==> src/rtl/sc_psr_branch_ctrl_pkg.sv <==
// Shared definitions for the PSR flag-path micro-sequencer.
//   - state_t   : FSM state encoding
//   - COND_*    : SPARC Bicc condition codes (bit 3 inverts bits 2..0)
//   - PSR_*_BIT : positions of N/Z/V/C inside the 32-bit PSR word
//   - cmd_t     : command fields captured when a request is accepted
package sc_psr_ctrl_pkg;

  typedef enum logic [2:0] {
    ST_IDLE  = 3'd0,
    ST_LATCH = 3'd1,
    ST_EXEC  = 3'd2,
    ST_WRPSR = 3'd3,
    ST_EVAL  = 3'd4
  } state_t;

  localparam logic [3:0] COND_NEVER = 4'd0;
  localparam logic [3:0] COND_E     = 4'd1;
  localparam logic [3:0] COND_LE    = 4'd2;
  localparam logic [3:0] COND_L     = 4'd3;
  localparam logic [3:0] COND_LEU   = 4'd4;
  localparam logic [3:0] COND_CS    = 4'd5;
  localparam logic [3:0] COND_NEG   = 4'd6;
  localparam logic [3:0] COND_VS    = 4'd7;
  localparam logic [3:0] COND_ALWAYS = 4'd8;
  localparam logic [3:0] COND_NE    = 4'd9;
  localparam logic [3:0] COND_G     = 4'd10;
  localparam logic [3:0] COND_GE    = 4'd11;
  localparam logic [3:0] COND_GU    = 4'd12;
  localparam logic [3:0] COND_CC    = 4'd13;
  localparam logic [3:0] COND_POS   = 4'd14;
  localparam logic [3:0] COND_VC    = 4'd15;

  localparam int PSR_N_BIT = 23;
  localparam int PSR_Z_BIT = 22;
  localparam int PSR_V_BIT = 21;
  localparam int PSR_C_BIT = 20;

  typedef struct packed {
    logic       set_cc;
    logic       is_branch;
    logic [3:0] cond;
  } cmd_t;

  // Extracts {N,Z,V,C} from a full PSR word, for callers that hold the
  // register value rather than the individual flag wires.
  function automatic logic [3:0] psr_flags(input logic [31:0] psr);
    return {psr[PSR_N_BIT], psr[PSR_Z_BIT], psr[PSR_V_BIT], psr[PSR_C_BIT]};
  endfunction

endpackage

==> src/rtl/sc_psr_branch_ctrl_if.sv <==
// Request/flag/strobe bundle between the microcode front end, the PSR
// register and the flag-path sequencer.
//   master : front end / PSR side (drives request fields, flush, flags)
//   slave  : sequencer (drives ready, operand latch, PSR write, done, taken)
interface sc_psr_branch_ctrl_if;
  logic       SC_PSRCtrl_Req_InHigh;
  logic       SC_PSRCtrl_Ready_OutHigh;
  logic       SC_PSRCtrl_SetCC_InHigh;
  logic       SC_PSRCtrl_IsBranch_InHigh;
  logic [3:0] SC_PSRCtrl_Cond_In;
  logic       SC_PSRCtrl_Flush_InHigh;
  logic       SC_PSRCtrl_N_InHigh;
  logic       SC_PSRCtrl_Z_InHigh;
  logic       SC_PSRCtrl_V_InHigh;
  logic       SC_PSRCtrl_C_InHigh;
  logic       SC_PSRCtrl_OpLatch_OutHigh;
  logic       SC_PSRCtrl_PSRWrite_OutHigh;
  logic       SC_PSRCtrl_Done_OutHigh;
  logic       SC_PSRCtrl_Taken_OutHigh;

  modport master (
    output SC_PSRCtrl_Req_InHigh, SC_PSRCtrl_SetCC_InHigh, SC_PSRCtrl_IsBranch_InHigh,
           SC_PSRCtrl_Cond_In, SC_PSRCtrl_Flush_InHigh,
           SC_PSRCtrl_N_InHigh, SC_PSRCtrl_Z_InHigh, SC_PSRCtrl_V_InHigh, SC_PSRCtrl_C_InHigh,
    input  SC_PSRCtrl_Ready_OutHigh, SC_PSRCtrl_OpLatch_OutHigh, SC_PSRCtrl_PSRWrite_OutHigh,
           SC_PSRCtrl_Done_OutHigh, SC_PSRCtrl_Taken_OutHigh
  );

  modport slave (
    input  SC_PSRCtrl_Req_InHigh, SC_PSRCtrl_SetCC_InHigh, SC_PSRCtrl_IsBranch_InHigh,
           SC_PSRCtrl_Cond_In, SC_PSRCtrl_Flush_InHigh,
           SC_PSRCtrl_N_InHigh, SC_PSRCtrl_Z_InHigh, SC_PSRCtrl_V_InHigh, SC_PSRCtrl_C_InHigh,
    output SC_PSRCtrl_Ready_OutHigh, SC_PSRCtrl_OpLatch_OutHigh, SC_PSRCtrl_PSRWrite_OutHigh,
           SC_PSRCtrl_Done_OutHigh, SC_PSRCtrl_Taken_OutHigh
  );
endinterface

==> src/rtl/sc_psr_branch_ctrl_cond_eval.sv <==
// Purely combinational SPARC Bicc condition evaluator.
//   cond   : 4-bit branch condition code
//   n,z,v,c: PSR flags
//   result : condition holds
module sc_psr_cond_eval
  import sc_psr_ctrl_pkg::*;
(
  input  logic [3:0] cond,
  input  logic       n,
  input  logic       z,
  input  logic       v,
  input  logic       c,
  output logic       result
);

  logic base;

  // Codes 8..15 are the complements of 0..7, so only the low three bits
  // select a test and bit 3 flips it.
  always_comb begin
    base = 1'b0;
    case (cond[2:0])
      COND_NEVER[2:0]: base = 1'b0;
      COND_E[2:0]:     base = z;
      COND_LE[2:0]:    base = z | (n ^ v);
      COND_L[2:0]:     base = n ^ v;
      COND_LEU[2:0]:   base = c | z;
      COND_CS[2:0]:    base = c;
      COND_NEG[2:0]:   base = n;
      COND_VS[2:0]:    base = v;
      default:         base = 1'b0;
    endcase
    result = base ^ cond[3];
  end

endmodule

==> src/rtl/sc_psr_branch_ctrl.sv <==
// Flag-path micro-sequencer: accepts one ALU/branch micro-op, pulses the
// operand latch, waits ALU_LAT settle cycles, optionally pulses the PSR
// write strobe, then reports branch taken/not-taken with a Done pulse.
//   SC_PSRCtrl_CLOCK_50    : clock, all state on posedge
//   SC_PSRCtrl_Reset_InLow : asynchronous active-low reset
//   bus (slave)            : request fields, flush, PSR flags in;
//                            ready, op latch, PSR write, done, taken out
module sc_psr_branch_ctrl
  import sc_psr_ctrl_pkg::*;
#(
  parameter int ALU_LAT   = 1,
  parameter int CNT_WIDTH = 4
) (
  input  logic              SC_PSRCtrl_CLOCK_50,
  input  logic              SC_PSRCtrl_Reset_InLow,
  sc_psr_branch_ctrl_if.slave bus
);

  localparam logic [CNT_WIDTH-1:0] CNT_LOAD = CNT_WIDTH'(ALU_LAT - 1);

  state_t               state_reg, state_next;
  logic [CNT_WIDTH-1:0] cnt_reg, cnt_next;
  cmd_t                 cmd_reg, cmd_next;

  logic ready, op_latch, psr_write, done, taken;
  logic cond_true;
  logic flush;

  assign flush = bus.SC_PSRCtrl_Flush_InHigh;

  sc_psr_cond_eval u_cond_eval (
    .cond   (cmd_reg.cond),
    .n      (bus.SC_PSRCtrl_N_InHigh),
    .z      (bus.SC_PSRCtrl_Z_InHigh),
    .v      (bus.SC_PSRCtrl_V_InHigh),
    .c      (bus.SC_PSRCtrl_C_InHigh),
    .result (cond_true)
  );

  always_ff @(posedge SC_PSRCtrl_CLOCK_50 or negedge SC_PSRCtrl_Reset_InLow) begin
    if (!SC_PSRCtrl_Reset_InLow) begin
      state_reg <= ST_IDLE;
      cnt_reg   <= '0;
      cmd_reg   <= '0;
    end else begin
      state_reg <= state_next;
      cnt_reg   <= cnt_next;
      cmd_reg   <= cmd_next;
    end
  end

  // Flush is honoured in every busy state and suppresses that state's
  // strobe in the same cycle, so an aborted op leaves no side effects.
  always_comb begin
    state_next = state_reg;
    cnt_next   = cnt_reg;
    cmd_next   = cmd_reg;
    ready      = 1'b0;
    op_latch   = 1'b0;
    psr_write  = 1'b0;
    done       = 1'b0;
    taken      = 1'b0;
    case (state_reg)
      ST_IDLE: begin
        ready = 1'b1;
        if (bus.SC_PSRCtrl_Req_InHigh) begin
          cmd_next.set_cc    = bus.SC_PSRCtrl_SetCC_InHigh;
          cmd_next.is_branch = bus.SC_PSRCtrl_IsBranch_InHigh;
          cmd_next.cond      = bus.SC_PSRCtrl_Cond_In;
          state_next         = ST_LATCH;
        end
      end
      ST_LATCH: begin
        if (flush) begin
          state_next = ST_IDLE;
        end else begin
          op_latch   = 1'b1;
          cnt_next   = CNT_LOAD;
          state_next = ST_EXEC;
        end
      end
      ST_EXEC: begin
        if (flush) begin
          state_next = ST_IDLE;
        end else if (cnt_reg == '0) begin
          state_next = cmd_reg.set_cc ? ST_WRPSR : ST_EVAL;
        end else begin
          cnt_next = cnt_reg - 1'b1;
        end
      end
      ST_WRPSR: begin
        if (flush) begin
          state_next = ST_IDLE;
        end else begin
          psr_write  = 1'b1;
          state_next = ST_EVAL;
        end
      end
      ST_EVAL: begin
        state_next = ST_IDLE;
        if (!flush) begin
          done  = 1'b1;
          taken = cmd_reg.is_branch & cond_true;
        end
      end
      default: state_next = ST_IDLE;
    endcase
  end

  assign bus.SC_PSRCtrl_Ready_OutHigh    = ready;
  assign bus.SC_PSRCtrl_OpLatch_OutHigh  = op_latch;
  assign bus.SC_PSRCtrl_PSRWrite_OutHigh = psr_write;
  assign bus.SC_PSRCtrl_Done_OutHigh     = done;
  assign bus.SC_PSRCtrl_Taken_OutHigh    = taken;

endmodule

==> src/flat_wrapper.sv <==
// flat-port wrapper written by rule: the top's interface ports become plain ports
module sc_psr_branch_ctrl_flat import sc_psr_ctrl_pkg::*;
#(
  parameter int ALU_LAT   = 1,
  parameter int CNT_WIDTH = 4
)
  (SC_PSRCtrl_CLOCK_50, SC_PSRCtrl_Reset_InLow, bus_SC_PSRCtrl_Req_InHigh, bus_SC_PSRCtrl_SetCC_InHigh, bus_SC_PSRCtrl_IsBranch_InHigh, bus_SC_PSRCtrl_Cond_In, bus_SC_PSRCtrl_Flush_InHigh, bus_SC_PSRCtrl_N_InHigh, bus_SC_PSRCtrl_Z_InHigh, bus_SC_PSRCtrl_V_InHigh, bus_SC_PSRCtrl_C_InHigh, bus_SC_PSRCtrl_Ready_OutHigh, bus_SC_PSRCtrl_OpLatch_OutHigh, bus_SC_PSRCtrl_PSRWrite_OutHigh, bus_SC_PSRCtrl_Done_OutHigh, bus_SC_PSRCtrl_Taken_OutHigh);
  sc_psr_branch_ctrl_if bus_i ();
  input  logic SC_PSRCtrl_CLOCK_50;
  input  logic SC_PSRCtrl_Reset_InLow;
  input wire logic [$bits(bus_i.SC_PSRCtrl_Req_InHigh)-1:0] bus_SC_PSRCtrl_Req_InHigh;
  input wire logic [$bits(bus_i.SC_PSRCtrl_SetCC_InHigh)-1:0] bus_SC_PSRCtrl_SetCC_InHigh;
  input wire logic [$bits(bus_i.SC_PSRCtrl_IsBranch_InHigh)-1:0] bus_SC_PSRCtrl_IsBranch_InHigh;
  input wire logic [$bits(bus_i.SC_PSRCtrl_Cond_In)-1:0] bus_SC_PSRCtrl_Cond_In;
  input wire logic [$bits(bus_i.SC_PSRCtrl_Flush_InHigh)-1:0] bus_SC_PSRCtrl_Flush_InHigh;
  input wire logic [$bits(bus_i.SC_PSRCtrl_N_InHigh)-1:0] bus_SC_PSRCtrl_N_InHigh;
  input wire logic [$bits(bus_i.SC_PSRCtrl_Z_InHigh)-1:0] bus_SC_PSRCtrl_Z_InHigh;
  input wire logic [$bits(bus_i.SC_PSRCtrl_V_InHigh)-1:0] bus_SC_PSRCtrl_V_InHigh;
  input wire logic [$bits(bus_i.SC_PSRCtrl_C_InHigh)-1:0] bus_SC_PSRCtrl_C_InHigh;
  output wire logic [$bits(bus_i.SC_PSRCtrl_Ready_OutHigh)-1:0] bus_SC_PSRCtrl_Ready_OutHigh;
  output wire logic [$bits(bus_i.SC_PSRCtrl_OpLatch_OutHigh)-1:0] bus_SC_PSRCtrl_OpLatch_OutHigh;
  output wire logic [$bits(bus_i.SC_PSRCtrl_PSRWrite_OutHigh)-1:0] bus_SC_PSRCtrl_PSRWrite_OutHigh;
  output wire logic [$bits(bus_i.SC_PSRCtrl_Done_OutHigh)-1:0] bus_SC_PSRCtrl_Done_OutHigh;
  output wire logic [$bits(bus_i.SC_PSRCtrl_Taken_OutHigh)-1:0] bus_SC_PSRCtrl_Taken_OutHigh;
  assign bus_i.SC_PSRCtrl_Req_InHigh = bus_SC_PSRCtrl_Req_InHigh;
  assign bus_i.SC_PSRCtrl_SetCC_InHigh = bus_SC_PSRCtrl_SetCC_InHigh;
  assign bus_i.SC_PSRCtrl_IsBranch_InHigh = bus_SC_PSRCtrl_IsBranch_InHigh;
  assign bus_i.SC_PSRCtrl_Cond_In = bus_SC_PSRCtrl_Cond_In;
  assign bus_i.SC_PSRCtrl_Flush_InHigh = bus_SC_PSRCtrl_Flush_InHigh;
  assign bus_i.SC_PSRCtrl_N_InHigh = bus_SC_PSRCtrl_N_InHigh;
  assign bus_i.SC_PSRCtrl_Z_InHigh = bus_SC_PSRCtrl_Z_InHigh;
  assign bus_i.SC_PSRCtrl_V_InHigh = bus_SC_PSRCtrl_V_InHigh;
  assign bus_i.SC_PSRCtrl_C_InHigh = bus_SC_PSRCtrl_C_InHigh;
  assign bus_SC_PSRCtrl_Ready_OutHigh = bus_i.SC_PSRCtrl_Ready_OutHigh;
  assign bus_SC_PSRCtrl_OpLatch_OutHigh = bus_i.SC_PSRCtrl_OpLatch_OutHigh;
  assign bus_SC_PSRCtrl_PSRWrite_OutHigh = bus_i.SC_PSRCtrl_PSRWrite_OutHigh;
  assign bus_SC_PSRCtrl_Done_OutHigh = bus_i.SC_PSRCtrl_Done_OutHigh;
  assign bus_SC_PSRCtrl_Taken_OutHigh = bus_i.SC_PSRCtrl_Taken_OutHigh;
  sc_psr_branch_ctrl #(.ALU_LAT(ALU_LAT), .CNT_WIDTH(CNT_WIDTH)) u_core (.SC_PSRCtrl_CLOCK_50(SC_PSRCtrl_CLOCK_50), .SC_PSRCtrl_Reset_InLow(SC_PSRCtrl_Reset_InLow), .bus(bus_i));
endmodule
==> config.mk <==
export PLATFORM = sky130hd
export DESIGN_NAME = sc_psr_branch_ctrl_flat
export DESIGN_NICKNAME = d
export VERILOG_FILES = /design/src/rtl/sc_psr_branch_ctrl_pkg.sv /design/src/rtl/sc_psr_branch_ctrl_if.sv /design/src/rtl/sc_psr_branch_ctrl_cond_eval.sv /design/src/rtl/sc_psr_branch_ctrl.sv /design/src/flat_wrapper.sv
export SDC_FILE = /design/constraint.sdc
export NUM_CORES = 1
export LEC_CHECK = 0
export ABC_CLOCK_PERIOD_IN_PS = 3600
export CAP_MARGIN = 20
export CORE_AREA = 2 2 47 45
export CTS_CLUSTER_DIAMETER = 80
export DETAILED_ROUTE_END_ITERATION = 10
export DIE_AREA = 0 0 49 47
export PLACE_DENSITY = 0.69
export SKIP_CTS_REPAIR_TIMING = 1
export SYNTH_ARGS = -nofsm -noshare
export SYNTH_HDL_FRONTEND = slang
export SYNTH_HIERARCHICAL = 1
export SYNTH_SLANG_ARGS = --single-unit
==> constraint.sdc <==
create_clock -name SC_PSRCtrl_CLOCK_50 -period 3.6 [get_ports SC_PSRCtrl_CLOCK_50]
set_clock_uncertainty 0.05 [all_clocks]
set_input_delay 0.72 -clock SC_PSRCtrl_CLOCK_50 [delete_from_list [all_inputs] [get_ports SC_PSRCtrl_CLOCK_50]]
set_output_delay 0.72 -clock SC_PSRCtrl_CLOCK_50 [all_outputs]
set_load 0.02 [all_outputs]
==> run metrics <==
average wire per standard cell=13.8 µm; worst hold path class=flop to flop; largest net degree at the start of global routing=14; GRT Overall Usage=0.167; number of buffers added on ports=18; Starting Density=0.419; vias in the first global route=roughly 650; Worst Path Arrival=between 2000 and 3000 ps; Setup TNS Final=0 ps; critical path peak fanout=3; commonest non-fill, non-tap cells in the layout=18 x clkdlybuf4s50_1, 13 x dfrtp_1, 6 x mux2_2; Synth Warn #=6; PwrDens=approximately 750 nW/µm²; max_slew headroom=0.609; CP max-delay cell=clkdlybuf4s50_1; Worst Path Class, Setup=input pin to output pin; final period utilization=0.911; antenna fix cells=0; Peak VDD IR=0.347 mV; Core ar.=1820 µm²; via count=around 650; placed insts=116; share of cells above drive strength 1=0.158; Final Hold Viols=0; total grt overflow=0; routability cong.=0.781; fin nets=approximately 110; CP startpoint kind=input pin; Longest Clk Path Bufs=2; Worst R2R Path Depth=5; worst r2r src=u_core/cnt_reg[0]; HP Start=u_core/cmd_reg[4]; clock net sink count=13; Syn Nets=90; Hold Path Sink=u_core/cmd_reg[4]; Synth Area per Inst=around 10 µm²; fin cells=120; CP peak stage delay=between 500 and 600 ps; die height=47 µm; clock-pin transition on the worst setup and hold timing paths=70 ps; Rows=15; Hold Path Cell Cnt=1; insertion delay to the later sink of the worst-skew pair=270 ps; sequential cell area fraction in the yosys report=0.427; Max Cap Violations=0; first-pass GRT wire length=between 2 and 3 mm; Pre-antenna DRT Iters=4; Critical Path Most Common Cell=clkdlybuf4s50_1; die area=2300 µm²; Yosys reg bits=13; unique cell type count in the Yosys netlist=32; max reg flops=6; Layout area overhead=30.9%; fmax=~300 MHz; Slew Limit Fails=0; final setup fails=0; I/O Pins=19; status=finished, final reports clean; CTS tree=built; DR iter-0 viols=28; P_leak=approximately 0.4 nW; flop2flop setup slack=approximately 1900 ps; htree depth=1; reg2reg end=u_core/cnt_reg[1]; element type at the critical path end=output pin; commonest non-fill, non-tap cell in the layout=clkdlybuf4s50_1; final wirelength=between 1.5 and 2 mm; worst-path cell chain=clkdlybuf4s50_1, mux2i_1, a211oi_1, a21oi_1, xnor2_1, and3_1, clkdlybuf4s50_1; Final ANT Viol Nets=0; Synth Cell Area=762 µm²; WP data required=2830 ps; Root Buffer Master=clkbuf_4; Die X=49 µm; cell count after synthesis=74; cts bufs inserted=3; DP Wirelength=between 1 and 1.5 mm; Worst Tran Pin Value=584 ps; RSZ-0062 raised after global routing=false; minimum clock period=3280 ps; Vias per Instance=5.41; initial antenna violation count=0; drt drc=0
[kinds of logic after synthesis]
group                    share of synthesized area
flip-flops                                   0.427
buffers and inverters                       0.0378
AND/OR/NAND/NOR                              0.192
AO/OA/AOI/OAI                                0.186
multiplexers                                 0.102
adder cells (fa/ha/maj)                     0.0328
XOR/XNOR                                    0.0230
[per-layer routing]
layer | vias up | routed length (µm) | GRT usage
met3 | 2 | 91 | 0.0382
met4 | 0 | 11 | 0.0857
met2 | 21 | 843 | 0.315
met5 | - | 0 | 0
li1 | 322 | - | -
met1 | 304 | 706 | 0.183
[cell usage after synthesis (all sizes together)]
master,number,share of area
a41oi,1,0.011
or3b,1,0.011
inv,5,0.025
dfrtp,13,0.43
o311a,1,0.013
a32oi,2,0.023
o22ai,4,0.033
nor4b,2,0.043
o21ai,2,0.013
ha,2,0.033
mux2i,1,0.013
nor2b,1,0.0082
o21bai,1,0.0099
nand2,3,0.015
nor3,3,0.026
o211ai,1,0.0099
nor3b,1,0.016
buf,2,0.013
nand3,1,0.0066
and2,2,0.016
nand2b,1,0.0082
xnor2,2,0.023
mux2,6,0.089
a31oi,3,0.025
a21oi,4,0.026
or2,1,0.0082
and3,1,0.0082
a211oi,1,0.0099
o2bb2ai,1,0.011
nor2,5,0.025
[layout make-up]
type                    instances  area (µm²)
flip-flops and latches         13         325
inverters                       5        18.8
repair buffers                 19         188
fillers                       173         823
well taps                      25        31.3
clock buffers                   4        26.3
multi-input cells              54         408
[worst max-delay path by stage]
stage / startpoint / to / slack, ps / depth (start not counted)
2_1_floorplan: u_core/state_reg[1] / bus_SC_PSRCtrl_Taken_OutHigh / 1320 / 4
3_3_place_gp: bus_SC_PSRCtrl_V_InHigh / bus_SC_PSRCtrl_Taken_OutHigh / 370 / 7
3_5_place_dp: bus_SC_PSRCtrl_Z_InHigh / bus_SC_PSRCtrl_Taken_OutHigh / 340 / 7
4_1_cts: bus_SC_PSRCtrl_Z_InHigh / bus_SC_PSRCtrl_Taken_OutHigh / 310 / 7
5_1_grt: bus_SC_PSRCtrl_N_InHigh / bus_SC_PSRCtrl_Taken_OutHigh / 240 / 7
6_report: bus_SC_PSRCtrl_Z_InHigh / bus_SC_PSRCtrl_Taken_OutHigh / 320 / 7
[worst max-delay path, delay by kind of cell]
family                    cells  cell delay, ps
muxes                         1              80
xor gates and xnor gates      1             130
and+or+nand+nor               1             150
buffers and inverters         2            1100
AOI/OAI and AO/OA             2             320
[report_power, final]
| group | leakage, nW | total [mW] | switching [mW] | internal [mW] |
|---|---|---|---|---|
| registers | 0.164 | 0.299 | 0.0909 | 0.208 |
| clock network | 0.0150 | 0.0875 | 0.0446 | 0.0429 |
| logic | 0.223 | 0.358 | 0.167 | 0.191 |
| total | 0.401 | 0.745 | 0.303 | 0.442 |
[metrics by stage]
step	worst slack, ps	total power [mW]	hold WS, ps	instance area, µm²	util
final	320	0.745	456	997	0.548
after global routing	238	0.807	474	997	0.548
after CTS	315	0.754	464	997	0.548
after detailed placement	339	0.659	445	971	0.533
after global placement	371	0.644	444	971	0.533
after floorplan	1320	0.552	374	762	-
Note: power is estimated with default switching activity, not from simulation.
